==> config.mk <==
export PLATFORM = sky130hd
export DESIGN_NAME = instr_queue_dual_flat
export DESIGN_NICKNAME = d
export VERILOG_FILES = /design/src/rtl/instr_queue_dual_if.sv /design/src/rtl/instr_queue_dual.sv /design/src/flat_wrapper.sv
export SDC_FILE = /design/constraint.sdc
export NUM_CORES = 1
export LEC_CHECK = 0
export BUFFER_PORTS_ARGS = -buffer_cell sky130_fd_sc_hd__buf_4
export CAP_MARGIN = 20
export CORE_MARGIN = 2
export CORE_UTILIZATION = 50
export DETAILED_ROUTE_END_ITERATION = 8
export PLACE_DENSITY_LB_ADDON = 0.08
export SLEW_MARGIN = 15
export SYNTH_ARGS = -nofsm -noshare
export SYNTH_HDL_FRONTEND = slang
export SYNTH_SLANG_ARGS = --single-unit
==> constraint.sdc <==
create_clock -name q_clk -period 10.3 [get_ports q_clk]
set_input_delay 0.515 -clock q_clk [delete_from_list [all_inputs] [get_ports q_clk]]
set_output_delay 0.515 -clock q_clk [all_outputs]
set_load 0.1 [all_outputs]
==> src/rtl/instr_queue_dual_if.sv <==
// Fetch/issue-facing bundle for the dual-port instruction queue.
// Optional flush signal exists only when IQ_FLUSH_EN is defined.
interface instr_queue_dual_if #(
    parameter int IWIDTH = 32,
    parameter int DEPTH  = 3
);
    logic              q_i_flush;
    logic [1:0]        q_i_wr_num;
    logic [IWIDTH-1:0] q_i_instr0;
    logic [IWIDTH-1:0] q_i_instr1;
    logic [1:0]        q_i_rd_num;
    logic [IWIDTH-1:0] q_o_instr0;
    logic [IWIDTH-1:0] q_o_instr1;
    logic              q_o_valid0;
    logic              q_o_valid1;
    logic [DEPTH:0]    q_o_count;
    logic              q_o_full;
    logic              q_o_empty;
    logic              q_o_can_push2;
    logic              q_o_drop;

    modport master (
`ifdef IQ_FLUSH_EN
        output q_i_flush,
`endif
        output q_i_wr_num, q_i_instr0, q_i_instr1, q_i_rd_num,
        input  q_o_instr0, q_o_instr1, q_o_valid0, q_o_valid1,
        input  q_o_count, q_o_full, q_o_empty, q_o_can_push2,
        input  q_o_drop
    );

    modport slave (
`ifdef IQ_FLUSH_EN
        input  q_i_flush,
`endif
        input  q_i_wr_num, q_i_instr0, q_i_instr1, q_i_rd_num,
        output q_o_instr0, q_o_instr1, q_o_valid0, q_o_valid1,
        output q_o_count, q_o_full, q_o_empty, q_o_can_push2,
        output q_o_drop
    );
endinterface

==> src/rtl/instr_queue_dual.sv <==
// Dual-port in-order instruction queue between fetch and dual issue.
// Define IQ_FLUSH_EN to add the synchronous q_i_flush redirect input.
module instr_queue_dual #(
    parameter int IWIDTH = 32,
    parameter int DEPTH  = 3
) (
    input logic              q_clk,
    input logic              q_rst,
    instr_queue_dual_if.slave q
);
    localparam int            NENT   = 2 ** DEPTH;
    localparam int            CW     = DEPTH + 1;
    localparam logic [CW-1:0] NENT_C = CW'(NENT);

    logic [IWIDTH-1:0] mem [NENT];
    logic [DEPTH-1:0]  wr_ptr;
    logic [DEPTH-1:0]  rd_ptr;
    logic [CW-1:0]     count;
    logic              drop;

    logic [CW-1:0]     space;
    logic [CW-1:0]     wr_n;
    logic [CW-1:0]     rd_n;
    logic [CW-1:0]     push_n;
    logic [CW-1:0]     pop_n;
    logic [CW-1:0]     count_next;
    logic              push_ok;
    logic              pop_ok;
    logic              drop_next;
    logic              flush;

`ifdef IQ_FLUSH_EN
    assign flush = q.q_i_flush;
`else
    assign flush = 1'b0;
`endif

    // Accept/reject decisions use only the pre-update occupancy.
    always_comb begin
        wr_n    = CW'(q.q_i_wr_num);
        rd_n    = CW'(q.q_i_rd_num);
        space   = NENT_C - count;
        push_ok = (q.q_i_wr_num == 2'd1 || q.q_i_wr_num == 2'd2)
                  && (space >= wr_n);
        pop_ok  = (q.q_i_rd_num == 2'd1 || q.q_i_rd_num == 2'd2)
                  && (count >= rd_n);
        push_n  = push_ok ? wr_n : '0;
        pop_n   = pop_ok ? rd_n : '0;
        count_next = count + push_n - pop_n;
        drop_next  = ((q.q_i_wr_num != 2'd0) && !push_ok)
                     || ((q.q_i_rd_num != 2'd0) && !pop_ok);
    end

    // Queue state advances on the falling edge; reset clears everything.
    always_ff @(negedge q_clk or negedge q_rst) begin
        if (!q_rst) begin
            for (int i = 0; i < NENT; i++) begin
                mem[i] <= '0;
            end
            wr_ptr <= '0;
            rd_ptr <= '0;
            count  <= '0;
            drop   <= 1'b0;
        end else if (flush) begin
            wr_ptr <= '0;
            rd_ptr <= '0;
            count  <= '0;
            drop   <= 1'b0;
        end else begin
            if (push_ok) begin
                mem[wr_ptr] <= q.q_i_instr0;
                if (q.q_i_wr_num == 2'd2) begin
                    mem[wr_ptr + DEPTH'(1)] <= q.q_i_instr1;
                end
                wr_ptr <= wr_ptr + DEPTH'(q.q_i_wr_num);
            end
            if (pop_ok) begin
                rd_ptr <= rd_ptr + DEPTH'(q.q_i_rd_num);
            end
            count <= count_next;
            drop  <= drop_next;
        end
    end

    // Status and head entries come straight from registered state.
    always_comb begin
        q.q_o_instr0    = mem[rd_ptr];
        q.q_o_instr1    = mem[rd_ptr + DEPTH'(1)];
        q.q_o_valid0    = (count >= CW'(1));
        q.q_o_valid1    = (count >= CW'(2));
        q.q_o_count     = count;
        q.q_o_full      = (count == NENT_C);
        q.q_o_empty     = (count == '0);
        q.q_o_can_push2 = (space >= CW'(2));
        q.q_o_drop      = drop;
    end
endmodule

==> src/flat_wrapper.sv <==
// flat-port wrapper written by rule: the top's interface ports become plain ports
module instr_queue_dual_flat 
#(
    parameter int IWIDTH = 32,
    parameter int DEPTH  = 3
)
  (q_clk, q_rst, q_q_i_wr_num, q_q_i_instr0, q_q_i_instr1, q_q_i_rd_num, q_q_o_instr0, q_q_o_instr1, q_q_o_valid0, q_q_o_valid1, q_q_o_count, q_q_o_full, q_q_o_empty, q_q_o_can_push2, q_q_o_drop);
  instr_queue_dual_if #(.IWIDTH(IWIDTH), .DEPTH(DEPTH)) q_i ();
  input logic q_clk;
  input logic q_rst;
  input wire logic [$bits(q_i.q_i_wr_num)-1:0] q_q_i_wr_num;
  input wire logic [$bits(q_i.q_i_instr0)-1:0] q_q_i_instr0;
  input wire logic [$bits(q_i.q_i_instr1)-1:0] q_q_i_instr1;
  input wire logic [$bits(q_i.q_i_rd_num)-1:0] q_q_i_rd_num;
  output wire logic [$bits(q_i.q_o_instr0)-1:0] q_q_o_instr0;
  output wire logic [$bits(q_i.q_o_instr1)-1:0] q_q_o_instr1;
  output wire logic [$bits(q_i.q_o_valid0)-1:0] q_q_o_valid0;
  output wire logic [$bits(q_i.q_o_valid1)-1:0] q_q_o_valid1;
  output wire logic [$bits(q_i.q_o_count)-1:0] q_q_o_count;
  output wire logic [$bits(q_i.q_o_full)-1:0] q_q_o_full;
  output wire logic [$bits(q_i.q_o_empty)-1:0] q_q_o_empty;
  output wire logic [$bits(q_i.q_o_can_push2)-1:0] q_q_o_can_push2;
  output wire logic [$bits(q_i.q_o_drop)-1:0] q_q_o_drop;
  assign q_i.q_i_wr_num = q_q_i_wr_num;
  assign q_i.q_i_instr0 = q_q_i_instr0;
  assign q_i.q_i_instr1 = q_q_i_instr1;
  assign q_i.q_i_rd_num = q_q_i_rd_num;
  assign q_q_o_instr0 = q_i.q_o_instr0;
  assign q_q_o_instr1 = q_i.q_o_instr1;
  assign q_q_o_valid0 = q_i.q_o_valid0;
  assign q_q_o_valid1 = q_i.q_o_valid1;
  assign q_q_o_count = q_i.q_o_count;
  assign q_q_o_full = q_i.q_o_full;
  assign q_q_o_empty = q_i.q_o_empty;
  assign q_q_o_can_push2 = q_i.q_o_can_push2;
  assign q_q_o_drop = q_i.q_o_drop;
  instr_queue_dual #(.IWIDTH(IWIDTH), .DEPTH(DEPTH)) u_core (.q_clk(q_clk), .q_rst(q_rst), .q(q_i));
endmodule
Word-level counts from Yosys, hierarchy flattened
Index checks and enable logic that the tools add are counted.

Register bits after elaboration: 267. Input port bits: 70. Output and inout bits: 74. Logic and storage cells: 68.

Add/subtract/negate cells: 7. Order comparisons: 11. Eq/ne operators: 5. Multiplexer cells: 15. Bitwise operators: 4. Reduce and logical (&&, ||, !) cells: 14.

Operators with widths (count): bitwise mux 256 bit (2); 2-to-1 mux 256 bit (1); binary-select mux 32 bit (select 3 bit) (2); demux 32 bit (select 3 bit) (2); 2-to-1 mux 32 bit (6); >= comparator 4 bit, second input constant (4); inverter 3 -> 4 bit (4); >= comparator 4 x 2 -> 1 bit (2); >= comparator 4 x 2 -> 1 bit, second input constant (2); < comparator 4 x 1 -> 1 bit, second input constant (2); adder 3 x 1 -> 3 bit, second input constant (2); adder 3 x 2 -> 3 bit (2); logical AND 1 bit (6); adder 4 bit (1); equality test 2 x 1 -> 1 bit, second input constant (2); equality test 2 bit, second input constant (2); equality test 4 bit, second input constant (1); >= comparator 4 x 1 -> 1 bit, second input constant (1); logical NOT 4 bit (1); 2-to-1 mux 2 bit (2); nonzero test 2 bit (2); subtractor 4 bit (1); subtractor 4 bit, first input constant (1); logical OR 1 bit (3); logical NOT 1 bit (2).

Depth between registers and ports, before layout
Gate-level depths: netlist (run 1).

Depth in word-level cells: 8. Depth in mapped cells: 15. Gate-level depth less buffers: 12.

==> results.ini, run 1 <==
[yosys]
ys_ff_latch=267
ys_seq_area_frac=0.4142
synth_fa_ha_area_frac=0.02126
post_synth_mux_area_share=0.2241
synthesis.nets=1385
synth_cell_type_count=33
avgSynthCellArea_um2=12.50
synth_xor_area_frac=0.003801
yosysWarnings=0
netlist_area_mm2=0.01613
syn_inst=1290
synth.top_cell.area_share=0.4142
synth_top_family_by_area=compound AO/OA/AOI/OAI gates
synth.area.top_cells=dfrtn_1, mux4_2, a2bb2oi_1, o22ai_1, mux2_2
yosys.area_share.simple=0.01233
synth_area_leader_cell=dfrtn_1
synth_compound_area_frac=0.2586

[timing]
rsz0062_at_grt=no
setup_tns_ns=0
tightestPinTransition_ns=1.198
slew_headroom=0.1996
finalHoldViolations=0
setup_violations=0
finalClockSkew_ns=0.006283
drv_slew=0

[grt]
grtUsageTotal=0.3208
antenna_found_initial=1
gr-total-overflow=0
grt_max_degree=131
grt_pass1_wl_mm=81.92
grt_pass1_vias=12900

[setup_path]
worstPathMaxFanout=34
crit_path_frequent_cell=buf_4
timing.rr.end=u_core.mem[139]$_DFFE_NN0N_
crit_chain=buf_4, buf_4, mux4_2, mux2_2, buf_4
path_delay_family=buffers and inverters
r2r_cells=9
timing.rr.start=u_core.q.q_o_count[1]$_DFF_NN0_
rrSetupSlack_ns=6.57
crit_path_end_kind=primary output
critPathBufInv=3
worstSetupPathType=reg -> out
slowest_stage=buf_4
critPathRequiredTime_ns=9.79
critPathMaxStageDelay_ns=0.59
crit_arrival_ns=8.42
start_kind=flop

[hold_path]
whs_endpoint=u_core.mem[250]$_DFFE_NN0N_
hold_start=u_core.mem[250]$_DFFE_NN0N_
whs_path_depth=1
min_path_type=reg -> reg

[clock_network]
clockBufferDepth=3
cts_tree=done
cts_setup_buffers=0
cts_resized=0
cts_sinks=267
root_buffer=clkbuf_16
insertion_delay_ns=0.55
cts_hold_buf=0
clk_pin_slew_ns=0.05
numCtsBuffers=30
cts_htree_levels=1

[floorplanning]
die_x_um=183.6
io_pins=144
rows=65
die_y_um=183.6
die_area_mm2=0.03371
core_region_area_mm2=0.03164
start_util=0.5098

[place]
gp_congestion=0.7797
placed_cells=1667
portBuffers=143
place_area_mm2=0.01713
hpwlAfterDp_mm=28.06

[finish]
syn_to_final_growth_pct=13.02
fin_util=0.5762
postLayoutCellArea_mm2=0.01823
nets=1392
drive_above_1_share=0.3497
stdcell_count=1724
num-fill-cells=2661

[job]
max_cap_viol_count=0

[routing]
routed_wl_mm=54.09
route.vias.total=13060
vias_per_cell=7.577
dr.first_iter.drc_count=1241
antenna_left=0
wl_per_cell_um=31.38
drc_errors=0
drt-pass1-iter-count=5

[outcome]
status=complete, no violations

[worst reg2reg max path, stage by stage, from the launching register on]
cell       delay (ns)
dfrtn_1          0.54
inv_1            0.14
ha_1             0.33
ha_1             0.28
a21oi_1          0.09
a21boi_4         0.19
buf_4            0.61
a21boi_4         1.07
buf_4            0.33
a2bb2oi_1        0.17
[sequential cells by signal, indices dropped and copies added (netlist names)]
register            flops
u_core.wr_ptr           3
u_core.rd_ptr           3
u_core.mem            256
u_core.q.q_o_count      4
u_core.q.q_o_drop       1
[placed cells by master (no fill, tap or decap), types with 12 or more instances in the layout]
cell type,synthesis,final
dfrtn_1,267,267
clkbuf_16,0,31
a2bb2oi_1,241,241
o22ai_1,257,257
mux4_2,128,128
ha_1,21,20
inv_1,19,19
clkinv_2,0,12
buf_4,1,176
a2bb2oi_2,15,15
mux2_2,65,65
[through the flow]
step	hold WS (ns)	setup slack, ns
after global routing	0.5164	1.222
after CTS	0.4998	1.317
final	0.4968	1.363
after global placement	0.4925	1.828
after floorplan	0.4670	2.102
after detailed placement	0.4996	1.761
[cell families (layout without fill, tap and decap cells)]
logic type	Yosys count	in the layout
compound gates	535	535
xor+xnor	7	7
fa+ha+maj	25	25
buf+inv	224	255
flops	267	267
mux	193	193
other cells	0	1
simple gates	39	39
[area by class of cell]
cell class	instances	area, µm²	area share
diodes	1	2.502	0.0001373
clock buffers	34	807.0	0.04427
clock inverters	22	292.8	0.01606
inverters	19	71.32	0.003912
multi-input cells	799	8474	0.4649
flip-flops and latches	267	6681	0.3665
well taps	402	503.0	0.02759
repair buffers	180	1396	0.07660
[how the worst max path moves through the flow]
stage,from,end,depth (start not counted)
after floorplan,u_core.q.q_o_count[0]$_DFF_NN0_,q_q_o_empty,4
after global placement,q_q_i_wr_num[0],u_core.mem[140]$_DFFE_NN0N_,9
after detailed placement,q_q_i_wr_num[0],u_core.mem[211]$_DFFE_NN0N_,9
after CTS,u_core.rd_ptr[0]$_DFFE_NN0N_,q_q_o_instr1[31],5
after global routing,u_core.rd_ptr[0]$_DFFE_NN0N_,q_q_o_instr1[22],5
final,u_core.rd_ptr[1]$_DFFE_NN0N_,q_q_o_instr0[31],5
[synth_stat cells, drive strengths merged]
cell     count
dfrtn      267
o22ai      257
a2bb2oi    256
buf        138
mux4       128
clkbuf      67
mux2        65
ha          21
inv         19
a21boi       9
nand2        9
nand3        8
a21oi        6
nor2         6
o21ai        5
xor2         5
fa           4
and2         3
or3          3
and3         2
nand2b       2
nand4        2
nor2b        2
xnor2        2
a21o         1
a41o         1
nand3b       1
nor3b        1
[routing by layer]
| metal | global-route usage | routed length, µm | vias up | part of all wire |
|---|---|---|---|---|
| met3 | 0.05567 | 4723 | 149 | 0.087 |
| met1 | 0.4649 | 22750 | 6821 | 0.42 |
| met2 | 0.4868 | 24720 | 804 | 0.46 |
| met4 | 0.1203 | 1895 | 0 | 0.035 |
| met5 | 0 | 0 | - | 0 |
| li1 | - | - | 5289 | - |
Power of run 1 is not shown: default switching activity piles up to over one toggle a cycle in this logic, so the estimate is an artifact.
==> run 2: changes to the inputs <==
CTS_BUF_LIST = sky130_fd_sc_hd__clkbuf_8 sky130_fd_sc_hd__clkbuf_16   (was not set)
==> run 2 against run 1 <==
Compared with the run above:
- global-route usage unchanged
- highest routed layer unchanged
- core utilization unchanged
- setup slack worse by 0.0045 ns
==> results.ini, run 2 (synthesis gave the netlist of run 1 again) <==
[routing]
antenna_left=0  ; unchanged
drc_errors=0  ; unchanged
drt-pass1-iter-count=5  ; unchanged
route.vias.total=13050  ; -0.11%
routed_wl_mm=54.04  ; about the same
vias_per_cell=7.569  ; -0.11%
wl_per_cell_um=31.35  ; about the same
dr.first_iter.drc_count=1242  ; +0.081%

[clock_network]
clk_pin_slew_ns=0.05  ; about the same
cts_sinks=267  ; unchanged
cts_htree_levels=1  ; unchanged
cts_hold_buf=0  ; unchanged
root_buffer=clkbuf_16
insertion_delay_ns=0.55  ; about the same
numCtsBuffers=30  ; unchanged
cts_tree=done
cts_setup_buffers=0  ; unchanged
cts_resized=0  ; unchanged
clockBufferDepth=3  ; unchanged

[grt]
antenna_found_initial=1  ; unchanged
gr-total-overflow=0  ; unchanged
grt_max_degree=131  ; unchanged
grt_pass1_wl_mm=81.92  ; unchanged
grtUsageTotal=0.3208  ; unchanged
grt_pass1_vias=12900  ; unchanged

[setup_path]
worstPathMaxFanout=34  ; unchanged
slowest_stage=buf_4
crit_arrival_ns=8.43  ; about the same
critPathMaxStageDelay_ns=0.59  ; about the same
critPathRequiredTime_ns=9.79  ; about the same
worstSetupPathType=reg -> out
start_kind=flop
crit_path_frequent_cell=buf_4
crit_path_end_kind=primary output
crit_chain=buf_4, buf_4, mux4_2, mux2_2, buf_4

[timing]
drv_slew=0  ; unchanged
finalHoldViolations=0  ; unchanged
slew_headroom=0.2155  ; +0.01583
rsz0062_at_grt=no
setup_tns_ns=0  ; unchanged
setup_violations=0  ; unchanged
finalClockSkew_ns=0.007305  ; +0.001022 ns
tightestPinTransition_ns=1.174  ; -0.02368 ns
whs_ns=0.4968  ; unchanged

[finish]
final-seq-area_mm2=0.006681  ; unchanged
final_common_cell=dfrtn_1
multi_input_area_mm2=0.008474  ; unchanged
max_flop_register=u_core.mem
num-fill-cells=2661  ; unchanged
drive_above_1_share=0.3497  ; unchanged
syn_to_final_growth_pct=13.02  ; unchanged
stdcell_count=1724  ; unchanged
nets=1392  ; unchanged
final_cell_mix=dfrtn_1, o22ai_1, a2bb2oi_1
largest_reg_flops=256  ; unchanged
postLayoutCellArea_mm2=0.01823  ; unchanged

[hold_path]
min_path_type=reg -> reg

[floorplanning]
rows=65  ; unchanged
die_y_um=183.6  ; unchanged
start_util=0.5098  ; unchanged
core_region_area_mm2=0.03164  ; unchanged
die_x_um=183.6  ; unchanged
io_pins=144  ; unchanged
die_area_mm2=0.03371  ; unchanged

[place]
place_area_mm2=0.01713  ; unchanged
gp_congestion=0.7797  ; unchanged
hpwlAfterDp_mm=28.06  ; unchanged
portBuffers=143  ; unchanged
placed_cells=1667  ; unchanged

[job]
max_cap_viol_count=0  ; unchanged

[outcome]
status=complete, no violations

[run 2: cell types whose count changed in the layout (fill, tap and decap cells not counted), sizes merged]
cell / delta
clkbuf: -1
inv: +1
[run 2: layer usage]
| layer | GRT usage | up-vias | part of all wire |
|---|---|---|---|
| li1 | - | 5295 | - |
| met1 | 0.4649 | 6795 | 0.42 |
| met2 | 0.4868 | 806 | 0.46 |
| met3 | 0.05567 | 153 | 0.089 |
| met4 | 0.1203 | 0 | 0.035 |
| met5 | 0 | - | 0 |
[run 2: final cells by class]
class	count	share of cell area
flip-flops and latches	267	0.3665
repair buffers	180	0.07660
clock buffers	33	0.04407
diodes	1	0.0001373
well taps	402	0.02759
inverters	19	0.003912
multi-input cells	799	0.4649
clock inverters	23	0.01627
[run 2: metrics by stage]
stage                     worst slack, ns  utilization
after floorplan                     2.102            -
after global placement              1.828       0.5413
after detailed placement            1.761       0.5413
after CTS                           1.317       0.5761
after global routing                1.222       0.5761
final                               1.358       0.5762
[run 2: final timing paths]
path / from / to / slack [ns] / depth (start not counted)
max in group asynchronous: q_rst / u_core.mem[53]$_DFFE_NN0N_ / 3.90 / 2
min: u_core.mem[250]$_DFFE_NN0N_ / u_core.mem[250]$_DFFE_NN0N_ / 0.50 / 1
max: u_core.rd_ptr[1]$_DFFE_NN0N_ / q_q_o_instr0[31] / 1.36 / 5
min reg2reg: u_core.mem[250]$_DFFE_NN0N_ / u_core.mem[250]$_DFFE_NN0N_ / 0.50 / 1
min in group asynchronous: q_rst / u_core.q.q_o_count[3]$_DFF_NN0_ / 5.10 / 1
max reg2reg: u_core.q.q_o_count[1]$_DFF_NN0_ / u_core.mem[78]$_DFFE_NN0N_ / 6.58 / 9
[run 2: worst max-delay path: cells and delay by family, from the launching register on]
kind,cells,cell delay [ns]
DFF,1,0.46
buffers and inverters,3,1.37
muxes,2,0.89
Power of run 2 is left out for the same reason.
